`config.mk`:
```
export PLATFORM = sky130hd
export DESIGN_NAME = ped_signal_controller
export DESIGN_NICKNAME = d
export VERILOG_FILES = /design/src/rtl/ped_pkg.sv /design/src/rtl/ped_button_conditioner.sv /design/src/rtl/ped_signal_controller.sv
export SDC_FILE = /design/constraint.sdc
export NUM_CORES = 1
export LEC_CHECK = 0
export CAP_MARGIN = 20
export CORE_AREA = 2 2 56 53
export CTS_BUF_LIST = sky130_fd_sc_hd__clkbuf_8
export CTS_CLUSTER_SIZE = 12
export DETAILED_ROUTE_END_ITERATION = 16
export DIE_AREA = 0 0 58 55
export MAX_ROUTING_LAYER = met4
export PLACE_DENSITY_LB_ADDON = 0.15
export SYNTH_ARGS = -nofsm -noshare
export SYNTH_HDL_FRONTEND = slang
export SYNTH_SLANG_ARGS = --single-unit
```
`constraint.sdc`:
```
create_clock -name clk -period 3.97 [get_ports clk]
set_clock_uncertainty 0.05 [all_clocks]
set_input_delay 0.5955 -clock clk [delete_from_list [all_inputs] [get_ports clk]]
set_output_delay 0.5955 -clock clk [all_outputs]
set_load 0.1 [all_outputs]
```
`src/rtl/ped_pkg.sv`:
```
// rtl/ped_pkg.sv - shared state encoding and counter width for the pedestrian crossing stage
package ped_pkg;

    localparam int CNT_W = 4;

    typedef enum logic [1:0] {
        DONT_WALK = 2'd0,
        WALK      = 2'd1,
        CLEAR     = 2'd2,
        FAULT     = 2'd3
    } ped_state_t;

endpackage

```
`src/rtl/ped_button_conditioner.sv`:
```
// rtl/ped_button_conditioner.sv - button synchronizer, optional debounce (PED_DEBOUNCE_EN), one-cycle press
module ped_button_conditioner
    import ped_pkg::*;
#(
    parameter int DEBOUNCE_CYCLES = 4
) (
    input  logic clk,
    input  logic reset,
    input  logic ped_button,
    output logic press
);

    logic sync1;
    logic sync2;

    // two-flop synchronizer for the raw asynchronous button
    always_ff @(posedge clk or negedge reset) begin
        if (!reset) begin
            sync1 <= 1'b0;
            sync2 <= 1'b0;
        end else begin
            sync1 <= ped_button;
            sync2 <= sync1;
        end
    end

`ifdef PED_DEBOUNCE_EN
    localparam logic [CNT_W-1:0] DB_LAST = CNT_W'(DEBOUNCE_CYCLES - 1);

    logic [CNT_W-1:0] high_cnt;
    logic             fired;

    // high_cnt holds how many earlier cycles the level has been high; fire on the last one
    assign press = sync2 && !fired && (high_cnt == DB_LAST);

    // count the stable-high run, fire once per hold and re-arm on any low cycle
    always_ff @(posedge clk or negedge reset) begin
        if (!reset) begin
            high_cnt <= '0;
            fired    <= 1'b0;
        end else if (!sync2) begin
            high_cnt <= '0;
            fired    <= 1'b0;
        end else if (press) begin
            fired    <= 1'b1;
        end else if (!fired && (high_cnt != DB_LAST)) begin
            high_cnt <= high_cnt + 4'd1;
        end
    end
`else
    logic level_q;
    logic unused_debounce_cfg;

    assign unused_debounce_cfg = ^CNT_W'(DEBOUNCE_CYCLES);
    assign press               = sync2 && !level_q;

    // previous synchronized level for rising-edge detection
    always_ff @(posedge clk or negedge reset) begin
        if (!reset) begin
            level_q <= 1'b0;
        end else begin
            level_q <= sync2;
        end
    end
`endif

endmodule

```
`src/rtl/ped_signal_controller.sv`:
```
// rtl/ped_signal_controller.sv - pedestrian WALK/CLEAR grant aligned to vehicle red, sticky fault (PED_DEBOUNCE_EN selects debounced button)
module ped_signal_controller
    import ped_pkg::*;
#(
    parameter int WALK_CYCLES     = 2,
    parameter int CLEAR_CYCLES    = 2,
    parameter int FLASH_PERIOD    = 1,
    parameter int DEBOUNCE_CYCLES = 4
) (
    input  logic       clk,
    input  logic       reset,
    input  logic       red,
    input  logic       yellow,
    input  logic       green,
    input  logic       ped_button,
    output logic       walk,
    output logic       dont_walk,
    output logic [3:0] countdown,
    output logic       req_pending,
    output logic       fault
);

    localparam logic [CNT_W-1:0] WALK_LOAD  = CNT_W'(WALK_CYCLES - 1);
    localparam logic [CNT_W-1:0] CLEAR_LOAD = CNT_W'(CLEAR_CYCLES - 1);
    localparam logic [CNT_W-1:0] FLASH_LOAD = CNT_W'(FLASH_PERIOD - 1);

    ped_state_t       state, state_n;
    logic [CNT_W-1:0] cnt, cnt_n;
    logic [CNT_W-1:0] flash_cnt, flash_cnt_n;
    logic             flash, flash_n;
    logic             req_q, req_n;
    logic             red_q;
    logic             press;
    logic             lights_legal;
    logic             red_rise;
    logic             unsafe;

    ped_button_conditioner #(
        .DEBOUNCE_CYCLES(DEBOUNCE_CYCLES)
    ) u_button (
        .clk       (clk),
        .reset     (reset),
        .ped_button(ped_button),
        .press     (press)
    );

    assign lights_legal = (red & ~yellow & ~green) | (~red & yellow & ~green) | (~red & ~yellow & green);
    assign red_rise     = red & ~red_q;
    assign unsafe       = !lights_legal || (((state == WALK) || (state == CLEAR)) && !red);

    // registered state; red_q resets high so a red already present at reset is not an edge
    always_ff @(posedge clk or negedge reset) begin
        if (!reset) begin
            state     <= DONT_WALK;
            cnt       <= '0;
            flash_cnt <= '0;
            flash     <= 1'b1;
            req_q     <= 1'b0;
            red_q     <= 1'b1;
        end else begin
            state     <= state_n;
            cnt       <= cnt_n;
            flash_cnt <= flash_cnt_n;
            flash     <= flash_n;
            req_q     <= req_n;
            red_q     <= red;
        end
    end

    // next-state, counters and request latch; an unsafe light pattern overrides everything
    always_comb begin
        state_n     = state;
        cnt_n       = cnt;
        flash_cnt_n = flash_cnt;
        flash_n     = flash;
        req_n       = req_q | press;
        case (state)
            DONT_WALK: begin
                if (red_rise && req_q) begin
                    state_n = WALK;
                    cnt_n   = WALK_LOAD;
                    req_n   = 1'b0;
                end
            end
            WALK: begin
                req_n = req_q;
                if (cnt == '0) begin
                    state_n     = CLEAR;
                    cnt_n       = CLEAR_LOAD;
                    flash_n     = 1'b1;
                    flash_cnt_n = FLASH_LOAD;
                end else begin
                    cnt_n = cnt - 4'd1;
                end
            end
            CLEAR: begin
                if (flash_cnt == '0) begin
                    flash_n     = ~flash;
                    flash_cnt_n = FLASH_LOAD;
                end else begin
                    flash_cnt_n = flash_cnt - 4'd1;
                end
                if (cnt == '0) begin
                    state_n = DONT_WALK;
                end else begin
                    cnt_n = cnt - 4'd1;
                end
            end
            default: begin
                state_n = FAULT;
            end
        endcase
        if (unsafe) begin
            state_n = FAULT;
            cnt_n   = '0;
            req_n   = req_q | press;
        end
    end

    // Moore output decode from the registered state
    always_comb begin
        walk        = 1'b0;
        dont_walk   = 1'b1;
        countdown   = 4'd0;
        fault       = 1'b0;
        req_pending = req_q;
        case (state)
            WALK: begin
                walk      = 1'b1;
                dont_walk = 1'b0;
            end
            CLEAR: begin
                dont_walk = flash;
                countdown = cnt + 4'd1;
            end
            FAULT: begin
                fault = 1'b1;
            end
            default: begin
                dont_walk = 1'b1;
            end
        endcase
    end

endmodule

```
## Word-level counts from Yosys, hierarchy flattened

Cells that the tools add are included.

- Bitwise operators: 15
- Reduce and logical (&&, ||, !) cells: 17
- Equal/unequal tests: 10
- Multiplexer cells: 23
- Add/sub/neg operators: 3

Operator list:

| operator | count |
|---|---|
| $mux 4 | 7 |
| $pmux 4 s3 | 1 |
| $reduce_and 3->1 | 3 |
| $logic_not 4->1 | 2 |
| $mux 2 | 4 |
| $pmux 4 s2 | 1 |
| $sub 4x1->4 const B | 2 |
| $and 1x1->1 | 7 |
| $mux 1 | 6 |
| $ne 3x2->1 const B | 2 |
| $ne 3x3->1 const B | 2 |
| $pmux 1 s2 | 3 |
| $pmux 2 s3 | 1 |
| $not 1->1 | 5 |
| $add 4x1->4 const B | 1 |
| $eq 2x2->1 const B | 2 |
| $ne 2x1->1 const B | 2 |
| $reduce_bool 4->1 | 1 |
| $logic_and 1x1->1 | 3 |
| $logic_not 1->1 | 3 |
| $or 1x1->1 | 3 |
| $eq 2x1->1 const B | 1 |
| $logic_not 2->1 | 1 |
| $logic_or 1x1->1 | 2 |
| other kinds (3) | 3 |

- Output and inout port bits: 8
- Bits in registers: 16

## Logic depth before layout (Yosys ltp)

Gate-level depths: netlist (run 1).

- Depth after elaboration: 9
- Gate-level depth with buffers: 7
- Mapped depth without buffers: 6

## By module

Synthesis (run 1) repeated with hierarchy kept, for this count alone.

- Cell total of the unflattened synthesis: 102
- Area total of the unflattened synthesis: 1,081.0 µm²

By module, submodules not included:

| module | instances | cells an instance | area an instance (µm²) |
|---|---|---|---|
| ped_signal_controller | 1 | 98 | 992.2 |
| ped_button_conditioner | 1 | 4 | 88.8 |

## Least setup slack after synthesis (run 1)

OpenSTA, ideal clock, no wires.

- Path kind: reg-to-output
- From: register state[1]
- To: output dont_walk
- Required time: 3.324 ns
- Cell stages (with the launch flop): 5
- Setup slack: -0.083 ns
- Data arrival time: 3.408 ns
- Path buffers: 1
- Path through: dfrtp_1 > inv_1 > ha_1 > buf_2 > o21ai_0

- Word-level cells in the longest chain between the ends: 2
- Elaborated cells between the ends (all ways): 3
- Those cells by class: eq/ne: 2; mux: 1

RTL lines:

| what | line | text |
|---|---|---|
| from (decl) | ped_signal_controller.sv:27 | `ped_state_t state, state_n;` |
| from (signal assigned) | ped_signal_controller.sv:61 | `state <= state_n;` |
| $eq 2x2->1 / $eq 2x1->1 (equally long branches) | ped_signal_controller.sv:127 | `case (state)` |
| $pmux 1 s2 (*) | ped_signal_controller.sv:127 |  |
| to (decl) | ped_signal_controller.sv:17 | `output logic dont_walk,` |

Every way passes the cells marked *; elsewhere a longest branch is shown, timed or not.

## Final worst setup path (run 1)

- From: register state[1]
- To: output walk

- Word-level cells in the longest chain between the ends: 2

RTL lines:

| what | line | text |
|---|---|---|
| $eq 2x1->1 | ped_signal_controller.sv:127 |  |
| $mux 1 | ped_signal_controller.sv:127 |  |
| to (decl) | ped_signal_controller.sv:16 | `output logic walk,` |

No other way between the ends.

==> results.txt, run 1 <==
- Routed len/inst: 13.7 um
- Placeable core area: 2610 sq um
- Die footprint: 3190 sq um
- After routing, the total negative slack on setup checks comes to 0 ns.
- Setup repair after global routing left no endpoint under its margin.
- Setup-violating endpoint count in the final report: 0
* Most area-hungry cell type in the Yosys netlist: dfrtp_1
- The number of global-route vias before repair is 779.
* Most Crowded Layer GR: met2
* Clock period minus worst slack: 3.01 ns
- After floorplanning, the core was divided into 18 placement rows.
- The tightest hold path in the finished design has a slack of 0.314 ns.
- CTS built an H-tree with a depth of 1.
- Number of antenna diodes: 0
- STA classifies the critical path endpoint as an output pin.
- Initial core utilization: 0.382
- Die width: 58 um
- Count of flip-flops with a built-in enable after synthesis: 0
- Total power per unit cell area: 279 nW/um^2
- Routability Congestion: 0.789
* Maximum number of pins on one net before global-route repair: 17
- Post-CTS repair changed the size of 0 cells.
- CTS root buffer: clkbuf_8
- In the synthesized netlist the async set-or-reset flop fraction comes to 1.00.
* DRC Markers: 0
- The routed layout has 778 vias.
- Fill cells in the final layout number 253.
* Vertical die dimension: 55 um
* Achievable Freq: 0.333 GHz
* Number of vias per cell after detailed routing: 5.40
* Post-Route WL: 1.98 mm
- In the global route stage, met1 resource usage came out at 0.182.
- In this run, distinct cell masters in the synthesized netlist total 36.
- Initial DRC count: 19
* Total area of multi-input combinational cells: 547 sq um
* Worst path required time: 3.32 ns
- The run finished with clean final reports.
* Total I/O pin count: 14
- Ranked by total cell area, the synthesized netlist is headed by dfrtp_1 (35%), ha_1 (10%), dfstp_2 (5.3%).
- In this run the worst path has a maximum fanout of 10.
* Max-cap violations: 0
* Number of warning messages in the yosys log: 0
- Global Route Usage Sum: 0.148
* Congestion Overflow GR: 0
- In the synthesized netlist, the number of instances is 100.
- Wire length of the first global-routing pass: 3.44 mm
- Type of the worst min-delay path: flop to flop
* Final Cycle Share: 0.758
- Number of antenna violations at the first check in global routing: 0
* DP Wirelength: 1.52 mm
- Syn_nets: 114
- Number of pins with negative max-slew slack in the final report: 0
- # hold bufs at CTS: 0
- Area growth from synthesis to final layout: 19.5%
* Sink count of the clock tree: 16
* Source-to-sink clock delay at the later pin of the worst-skew pair: 0.25 ns
- After synthesis the cells add up to 998 sq um.
* Worst-Margin Slew: 0.963 ns
- Number of nets in the layout: 129
* Clk slew on worst S/H paths: 0.06 ns
- For this run, global-route usage on met2 was measured as 0.250.
- Standby leakage power: 0.506 nW
- Headroom to the max-slew limit came out at 0.356.
- Syn Area/Cell: 9.98 sq um
- Most instantiated flip-flop cell in the synthesis netlist: dfrtp_1
- The worst setup path is of the flop to output pin kind.
* Count of buffers added by post-CTS timing repair for setup: 0
* Number of nets with antenna violations after detailed routing: 0
* Register-to-register path setup slack: 1.92 ns
- The clock passes through at most 2 buffers.
- Type of element launching the critical path: flop
- Of the post-synthesis cell area, the dominant cell type holds 0.351.
- The first detailed-routing pass took 4 iterations.
* Total CTS buffers: 3
- Data on the critical path arrives at its endpoint at 2.36 ns.
- The synthesized design contains 16 register bits.
* Footprint of the flip-flops and latches: 403 sq um
- In the final layout, the share of cells above drive strength 1 is 0.140.
* Met3 track utilization from global routing: 0.0209
- Post-synthesis sequential area ratio: 0.404
* Final hold vios: 0
- I/O Buffers: 13
* CTS tree: done
- Across the VDD grid, the largest voltage drop is 0.195 mV.
==> state kept, by name, summed over array words and instances (netlist names) <==
| register | count |
|---|---|
| u_button.sync1 | 1 |
| u_button.level_q | 1 |
| req_pending | 1 |
| flash_cnt | 4 |
| red_q | 1 |
| cnt | 4 |
| flash | 1 |
| state | 2 |
| u_button.sync2 | 1 |
==> cell usage after synthesis (all sizes together), types with 2 or more instances <==
cell type / count
dfrtp: 14
inv: 9
ha: 8
nor2: 7
nor3b: 5
nand2: 4
nand2b: 4
nor3: 4
o21ai: 4
o2bb2ai: 4
buf: 3
nand3b: 3
nor4b: 3
a21oi: 2
a2bb2oi: 2
dfstp: 2
nand3: 2
o21bai: 2
o22ai: 2
o31ai: 2
==> power breakdown <==
| part | internal (mW) | switching, mW | leakage, nW |
|---|---|---|---|
| Combinational | 0.00978 | 0.0104 | 0.283 |
| Clock | 0.0879 | 0.0522 | 0.0288 |
| Sequential | 0.171 | 0.00190 | 0.194 |
==> path summary, 6_finish.rpt <==
| check | startpoint | end | depth (start not counted) |
|---|---|---|---|
| max | state[1]$_DFFE_PN0P_ | walk | 3 |
| min | u_button.sync1$_DFF_PN0_ | u_button.sync2$_DFF_PN0_ | 0 |
| min reg2reg | u_button.sync1$_DFF_PN0_ | u_button.sync2$_DFF_PN0_ | 0 |
| min in group asynchronous | reset | u_button.level_q$_DFF_PN0_ | 1 |
| max in group asynchronous | reset | flash_cnt[3]$_DFFE_PN0P_ | 1 |
| max reg2reg | state[0]$_DFFE_PN0P_ | cnt[3]$_DFFE_PN0P_ | 6 |
==> layout by cell type (no fill, tap or decap), types with 4 or more instances in the layout <==
cell type        instances
ha_1                     8
o2bb2ai_1                4
clkbuf_8                 4
nand2b_1                 4
inv_1                    9
nor2_1                   7
buf_4                    5
nor3_1                   4
nor3b_1                  4
nand2_1                  4
clkdlybuf4s50_1          8
dfrtp_1                 14
==> metal layers <==
metal  up-vias  part of all wire
met4         0             0.015
met3         4             0.040
li1        391                 -
met5         -                 0
met1       367              0.49
met2        16              0.45
==> through the flow <==
stage	cells	util	setup WS [ns]	power, mW	instance area [sq um]
floorplan	100	-	0.676	0.184	998
global placement	140	0.436	1.28	0.196	1140
detailed placement	140	0.436	1.23	0.196	1140
CTS	144	0.457	0.951	0.338	1190
global route	144	0.457	0.863	0.348	1190
finish	144	0.457	0.963	0.333	1190
==> final cells by class <==
type,instances,area share
Clock buffer,4,0.0461
Tap cell,30,0.0314
Sequential cell,16,0.338
Timing Repair Buffer,13,0.0985
Inverter,9,0.0283
Multi-Input combinational cell,72,0.458
==> critical path, stage by stage, from the launching register on <==
cell and delay (ns):
dfrtp_1 0.42, inv_1 0.09, ha_1 0.39, clkdlybuf4s50_1 1.21
==> logic make-up after synthesis <==
family	count (synthesis)	share of synthesized area
AOI/OAI and AO/OA	23	0.173
xor gates and xnor gates	2	0.0175
adders and majority gates	8	0.100
buffers and inverters	12	0.0489
DFF	16	0.404
muxes	2	0.0251
and+or+nand+nor	37	0.232
Power figures use the tool's default switching activity.
==> run 2, diff against run 1 <==
==> constraint.sdc (replaced) <==
create_clock -name clk -period 2.5 [get_ports clk]
set_clock_uncertainty 0.05 [all_clocks]
set_input_delay 0.375 -clock clk [delete_from_list [all_inputs] [get_ports clk]]
set_output_delay 0.375 -clock clk [all_outputs]
set_load 0.1 [all_outputs]
==> run 2 against run 1 <==
Effect of this change:
- wire length is 0.66% lower
- die area stayed put
- flip-flop and latch count is the same
- critical path depth increased by 2
- sequential power rose by 58%
- combinational power grew 59%
- critical path type unchanged
==> results.txt, run 2 (same netlist as run 1, synthesis figures left out) <==
* Quantity of gates resized following cts: 0
* Setup-violating endpoint count in the final report: 0
* Standby leakage power: 0.533 nW
- The cell that appears most often on the critical path is inv_1.
* Buffers from clock root to sink, at most: 2
- Wire length of the first global-routing pass: 3.22 mm
- For this run, the detailed router's first-pass iteration total came to 4.
* Number of nets with antenna violations after detailed routing: 0
- The tool flagged a number of max-cap violations equal to 0.
* Standard-cell rows: 18
- Leaving out fill and tap cells, the most frequent cell in the layout is dfrtp_1.
- For this run, the post-layout net count is 130.
- Congestion Overflow GR: 0
- In this run the power density over the cells is 419 nW/um^2.
- DP Wirelength: 1.51 mm
* Clk slew on worst S/H paths: 0.06 ns
- Entering global routing, the biggest net connects 17 pins.
- Area growth from synthesis to final layout: 27.7%
- Data arrives at the worst endpoint at 1.74 ns.
- Switching pwr: 107 uW
- Largest stage delay on the critical path: 0.41 ns
* Die width: 58 um
- The run finished with clean final reports.
- The number of global-route vias before repair is 664.
- Final setup margin: 0.339 ns
- Total I/O pin count: 14
- Crit path max-delay cell type: dfrtp_1
* Register-to-register path setup slack: 0.50 ns
- Source-to-sink clock delay at the later pin of the worst-skew pair: 0.25 ns
* Count of H-tree levels built during CTS: 1
* Registers with the highest flip-flop counts: cnt (4), flash_cnt (4), state (2)
- # hold bufs at CTS: 0
* CTS tree: done
- CTS root buffer: clkbuf_8
* Final hold vios: 0
* I/O Buffers: 13
* Worst slack, placed: 0.431 ns
- For this run, the total global-route usage over all layers was measured as 0.143.
- IR analysis of the VDD net gives a maximum drop of 0.478 mV.
* Number of antenna diodes: 0
- The share of total power dissipated in sequential elements is 0.514.
- The number of antenna violations at the first check in global routing came to 0.
- Setup repair after global routing left no endpoint under its margin.
* Number of vias in the routed layout: 775
* Startpoint of the tightest hold check path: u_button.sync1$_DFF_PN0_
- In this run the tightest slew margin relative to its limit is 0.508.
- The setup path with the least slack is of type flop to output pin.
- Critical path capture point type: output pin
- Of the total power, the clock network draws 0.426.
- The initial utilization of the core area, before any placement, comes to 0.382.
- Worst path required time: 2.08 ns
- For this block, the initial DRC count from the detailed router was 24.
- Count of buffers added by post-CTS timing repair for setup: 0
- The total area inside the core boundary comes to 2610 sq um.
- Total CTS buffers: 3
* Routed len/inst: 13.6 um
- The number of max-slew violations in the final report is 0.
- Cells traversed along the worst timing path: inv_1, ha_1, inv_1, nor2_1, buf_12
* Final Cycle Share: 0.864
* Logic gate share of total power: 0.060
- In the routed design, unresolved DRC markers number 0.
- In this run the critical register-to-register path is launched from state[1]$_DFFE_PN0P_.
* Routability Congestion: 0.776
* Clock period minus worst slack: 2.16 ns
- Type of the worst min-delay path: flop to flop
- Achievable Freq: 0.463 GHz
* Post-Route WL: 1.97 mm
* Type of element launching the critical path: flop
* Number of vias per cell after detailed routing: 5.34
- Vertical die dimension: 55 um
- At the pin with the least slew margin, the transition time is 0.735 ns.
* Cell internal power dissipation: 426 uW
- In the final layout, the share of cells above drive strength 1 is 0.191.
- Final-layout worst hold slack: 0.304 ns
* Startpoint of the most critical setup path: state[0]$_DFFE_PN0P_
- Sink count of the clock tree: 16
* Die footprint: 3190 sq um
- In this run the worst path has a maximum fanout of 10.
- CP top delay family: buffers and inverters
- Of the total power, the share spent switching nets is 0.201.
- Highest-count cells in the layout ignoring fill and taps: dfrtp_1 (14), inv_1 (9), ha_1 (8), nor2_1 (6), buf_12 (6)
- Together, buffers and inverters on the worst path number 3.
-- run 2: cell types whose count changed in the layout (fill, tap and decap cells not counted) --
cell / previous run / this run
o21ai_2: 0 / 1
o21ai_1: 2 / 1
buf_4: 5 / 3
clkdlybuf4s50_1: 8 / 5
buf_12: 0 / 6
nor2_2: 0 / 1
nor2_1: 7 / 6
-- run 2: routing by layer --
layer  GRT usage  up-vias  share of wire
li1            -      393              -
met3      0.0419        2          0.041
met1       0.201      364           0.53
met5           -        -              0
met2       0.203       16           0.42
met4      0.0349        0         0.0051
-- run 2: metrics by stage --
stage / utilization / setup TNS [ns] / std cells / total power, mW / area [sq um]
after detailed placement: 0.467 / 0 / 141 / 0.311 / 1220
after global routing: 0.488 / 0 / 145 / 0.559 / 1270
final: 0.488 / 0 / 145 / 0.534 / 1270
after floorplan: - / -0.214 / 100 / 0.293 / 1000
after global placement: 0.467 / 0 / 141 / 0.311 / 1220
after CTS: 0.488 / 0 / 145 / 0.541 / 1270
-- run 2: final cells by class --
type / instances / area (sq um)
Tap cell: 30 / 37.5
Inverter: 9 / 33.8
Fill cell: 255 / 1340
Multi-Input combinational cell: 72 / 553
Timing Repair Buffer: 14 / 193
Sequential cell: 16 / 403
Clock buffer: 4 / 55.1
-- run 2: power by group through the flow --
| stage | Combinational [mW] | Sequential (mW) | Clock [mW] |
|---|---|---|---|
| floorplan | 0.0145 | 0.278 | 0 |
| global placement | 0.0319 | 0.279 | 0 |
| detailed placement | 0.0325 | 0.279 | 0 |
| CTS | 0.0326 | 0.274 | 0.234 |
| global route | 0.0354 | 0.275 | 0.248 |
| finish | 0.0321 | 0.274 | 0.227 |
-- run 2: worst paths after layout --
path / depth (start not counted) / end
setup reg to reg: 6 / cnt[3]$_DFFE_PN0P_
hold / removal: 0 / u_button.sync2$_DFF_PN0_
setup / recovery: 5 / countdown[2]
max in group asynchronous: 1 / flash_cnt[0]$_DFFE_PN0P_
min in group asynchronous: 1 / cnt[2]$_DFFE_PN0P_
hold reg to reg: 0 / u_button.sync2$_DFF_PN0_
==> run 3, diff against run 2 <==
--- a/config.mk
+++ b/config.mk
@@ -6,13 +6,14 @@
 export NUM_CORES = 1
 export LEC_CHECK = 0
 export CAP_MARGIN = 20
-export CORE_AREA = 2 2 56 53
+export CORE_AREA = 2 2 55 57
 export CTS_BUF_LIST = sky130_fd_sc_hd__clkbuf_8
 export CTS_CLUSTER_SIZE = 12
 export DETAILED_ROUTE_END_ITERATION = 16
-export DIE_AREA = 0 0 58 55
+export DIE_AREA = 0 0 57 59
 export MAX_ROUTING_LAYER = met4
 export PLACE_DENSITY_LB_ADDON = 0.15
 export SYNTH_ARGS = -nofsm -noshare
 export SYNTH_HDL_FRONTEND = slang
+export SYNTH_HIERARCHICAL = 1
 export SYNTH_SLANG_ARGS = --single-unit
==> run 3 against run 2 <==
Effect of this change:
- first-iteration DRC count fell by 58%
- critical endpoint is now dont_walk
- fmax fell by 0.82%
- largest cell class unchanged
- clock power rose by 4%
- via count rose by 4.5%
- flip-flop and latch count did not move
==> results.txt, run 3 <==
- The flow ran to the end, and the final reports show no timing, DRC or antenna violations.
- Final hold vios: 0
- Synthesized instance count: 102
* Unrepaired setup endpoints after global routing: false
* CTS tree: done
- DR pass1 iterations: 4
* Count of flip-flops with a built-in enable after synthesis: 0
* Final-layout fill cell count: 259
- Sink count of the clock tree: 16
- Clk slew on worst S/H paths: 0.07 ns
- Setup violations remaining at the end of the flow were counted as 0.
- In this run the number of H-tree levels came out at 1.
- The root buffer cell chosen for the clock tree is clkbuf_8.
- Total I/O pin count: 14
- The library cells used most frequently in the layout, excluding fill and tap cells, are dfrtp_1 (14), inv_1 (9), ha_1 (7).
* Worst slack, placed: 0.399 ns
- For this run, the number of Yosys warnings is 6.
* Number of vias per cell after detailed routing: 5.55
- Along the worst path, the maximum fanout reaches 9.
* Congestion Overflow GR: 0
* Initial core utilization: 0.399
- Across every metal layer, demand over resource in global routing totals 0.156.
- Summed over all cells, the static leakage comes to 0.593 nW.
- DP Wirelength: 1.63 mm
- Across all setup checks in the final design, the least slack found is 0.322 ns.
* Number of pins with negative max-slew slack in the final report: 0
* Worst Reg2Reg Path Length in Cells: 6
- Count of buffers added by post-CTS timing repair for setup: 0
- Vias in the first global route: 847
- In the routed design, unresolved DRC markers number 0.
- Registers with the highest flip-flop counts: cnt (4), flash_cnt (4), state (2)
* Standard-cell rows: 19
* Number of nets in the layout: 130
- The biggest area contributor in the post-synthesis netlist is dfrtp_1.
- Worst setup path class: flop to output pin
- Vertical die dimension: 59 um
- Type of the worst min-delay path: flop to flop
- Power spread over the standard cell area amounts to 408 nW/um^2.
* Routability Congestion: 0.832
* Number of antenna violations at the first check in global routing: 0
- Post-synthesis instance area: 1080 sq um
* Number of nets with antenna violations after detailed routing: 0
- For this run, asynchronously set or reset flops after synthesis account for 1.00.
* Syn_nets: 116
* Number of placed cells counting well taps: 142
- Utilization after layout: 0.488
- Measured against its own limit, the worst slew margin works out to 0.497.
* Final Cycle Share: 0.871
- Buffers from clock root to sink, at most: 2
- Most instantiated flip-flop cell in the synthesis netlist: dfrtp_1
- Leaving out filler cells and counting taps, the final layout contains 146.
- Number of vias in the routed layout: 810
- In the post-synthesis netlist, the cell with the most instances is dfrtp_1.
- Leading cell type in the layout, fill and taps excluded: dfrtp_1
- Yosys cell types: 49
- Clock period minus worst slack: 2.18 ns
- The area growth from synthesis to layout is 22.5%.
- Syn Area/Cell: 10.6 sq um
- Counting instances, the worst hold path has a depth of 0.
- Maximum number of pins on one net before global-route repair: 17
- Die footprint: 3360 sq um
- Top cells by area, synth: dfrtp_1 (32%), ha_1 (9.3%), dfstp_2 (4.9%)
- Achievable Freq: 0.459 GHz
- Type of element launching the critical path: flop
- Post-synthesis register bit count: 16
- Die width: 57 um
- The first global-routing pass estimated 3.89 mm of wire.
- At the later pin of the worst-skew pair, clock insertion delay measures 0.25 ns.
- Initial DRC count: 10
- Post-synthesis sequential area ratio: 0.373
- Final-layout worst hold slack: 0.301 ns
* I/O Buffers: 13
* Critical path capture point type: output pin
* Most frequent cells after synthesis: dfrtp_1 (14), inv_1 (9), ha_1 (8)
- Worst-Margin Slew: 0.752 ns
- Worst vdd rail ir drop: 0.325 mV
- Quantity of gates resized following cts: 0
- In this run, post-CTS hold repair placed 0 buffers.
- The core region is 2710 sq um.
- The share of synthesized area in the top cell type comes to 0.324.
- For the worst setup path, the data arrival time is 1.75 ns.
- Number of antenna diodes: 0
- Dividing the detail-routed wire length by the instance count gives 14.7 um.
* Total CTS buffers: 3
- Summed over all layers, the routed wires come to 2.15 mm.
* Worst path required time: 2.08 ns
- Of the cells placed in the final design, the portion with a size suffix greater than 1 is 0.270.
- Across the run, the number of max-cap violations was 0.
-- run 3: metal layers --
layer | global-route usage | vias up | part of all wire | wire [um]
met3 | 0.0437 | 5 | 0.029 | 63
met5 | - | - | 0 | 0
met1 | 0.183 | 402 | 0.45 | 972
li1 | - | 392 | - | -
met2 | 0.258 | 11 | 0.51 | 1080
met4 | 0.0565 | 0 | 0.012 | 25
-- run 3: power breakdown --
group          total (mW)  switching [mW]  internal [mW]  leakage (nW)
logic              0.0333          0.0159         0.0174         0.370
clock network       0.236          0.0959          0.140        0.0288
registers           0.271         0.00300          0.268         0.194
total               0.540           0.115          0.425         0.593
-- run 3: cell families (layout without fill, tap and decap cells) --
family | after synthesis | in the layout | synth area share
compound gates | 25 | 25 | 0.197
simple gates | 36 | 36 | 0.241
buf+inv | 13 | 26 | 0.0579
flops | 16 | 16 | 0.373
fa+ha+maj | 8 | 8 | 0.0926
xor+xnor | 2 | 2 | 0.0162
mux | 2 | 2 | 0.0231
-- run 3: worst max-delay path, cell delays in order, from the launching register on --
cell     delay (ns)
dfrtp_1        0.42
inv_1          0.09
ha_1           0.32
or2_2          0.37
nand2_1        0.12
buf_12         0.18
-- run 3: layout make-up --
type                    instances  area (sq um)  area share
well taps                      31          38.8      0.0293
clock buffers                   4          55.1      0.0416
flip-flops and latches         16           403       0.304
inverters                       9          33.8      0.0255
repair buffers                 13           173       0.130
multi-input cells              73           621       0.469
-- run 3: through the flow --
stage	setup TNS (ns)	total power, mW	area [sq um]
2_1_floorplan	-0.0947	0.292	1090
3_3_place_gp	0	0.309	1270
3_5_place_dp	0	0.309	1270
4_1_cts	0	0.548	1320
5_1_grt	0	0.564	1320
6_report	0	0.540	1320
-- run 3: path summary, 6_finish.rpt --
check                                          from                       end  slack (ns)
hold / removal             u_button/sync1$_DFF_PN0_  u_button/sync2$_DFF_PN0_        0.30
hold reg to reg            u_button/sync1$_DFF_PN0_  u_button/sync2$_DFF_PN0_        0.30
setup / recovery               state[0]$_DFFE_PN0P_                 dont_walk        0.32
setup reg to reg               state[0]$_DFFE_PN0P_        cnt[3]$_DFFE_PN0P_        0.47
min in group asynchronous                     reset      state[0]$_DFFE_PN0P_        0.51
max in group asynchronous                     reset        cnt[1]$_DFFE_PN0P_        1.41
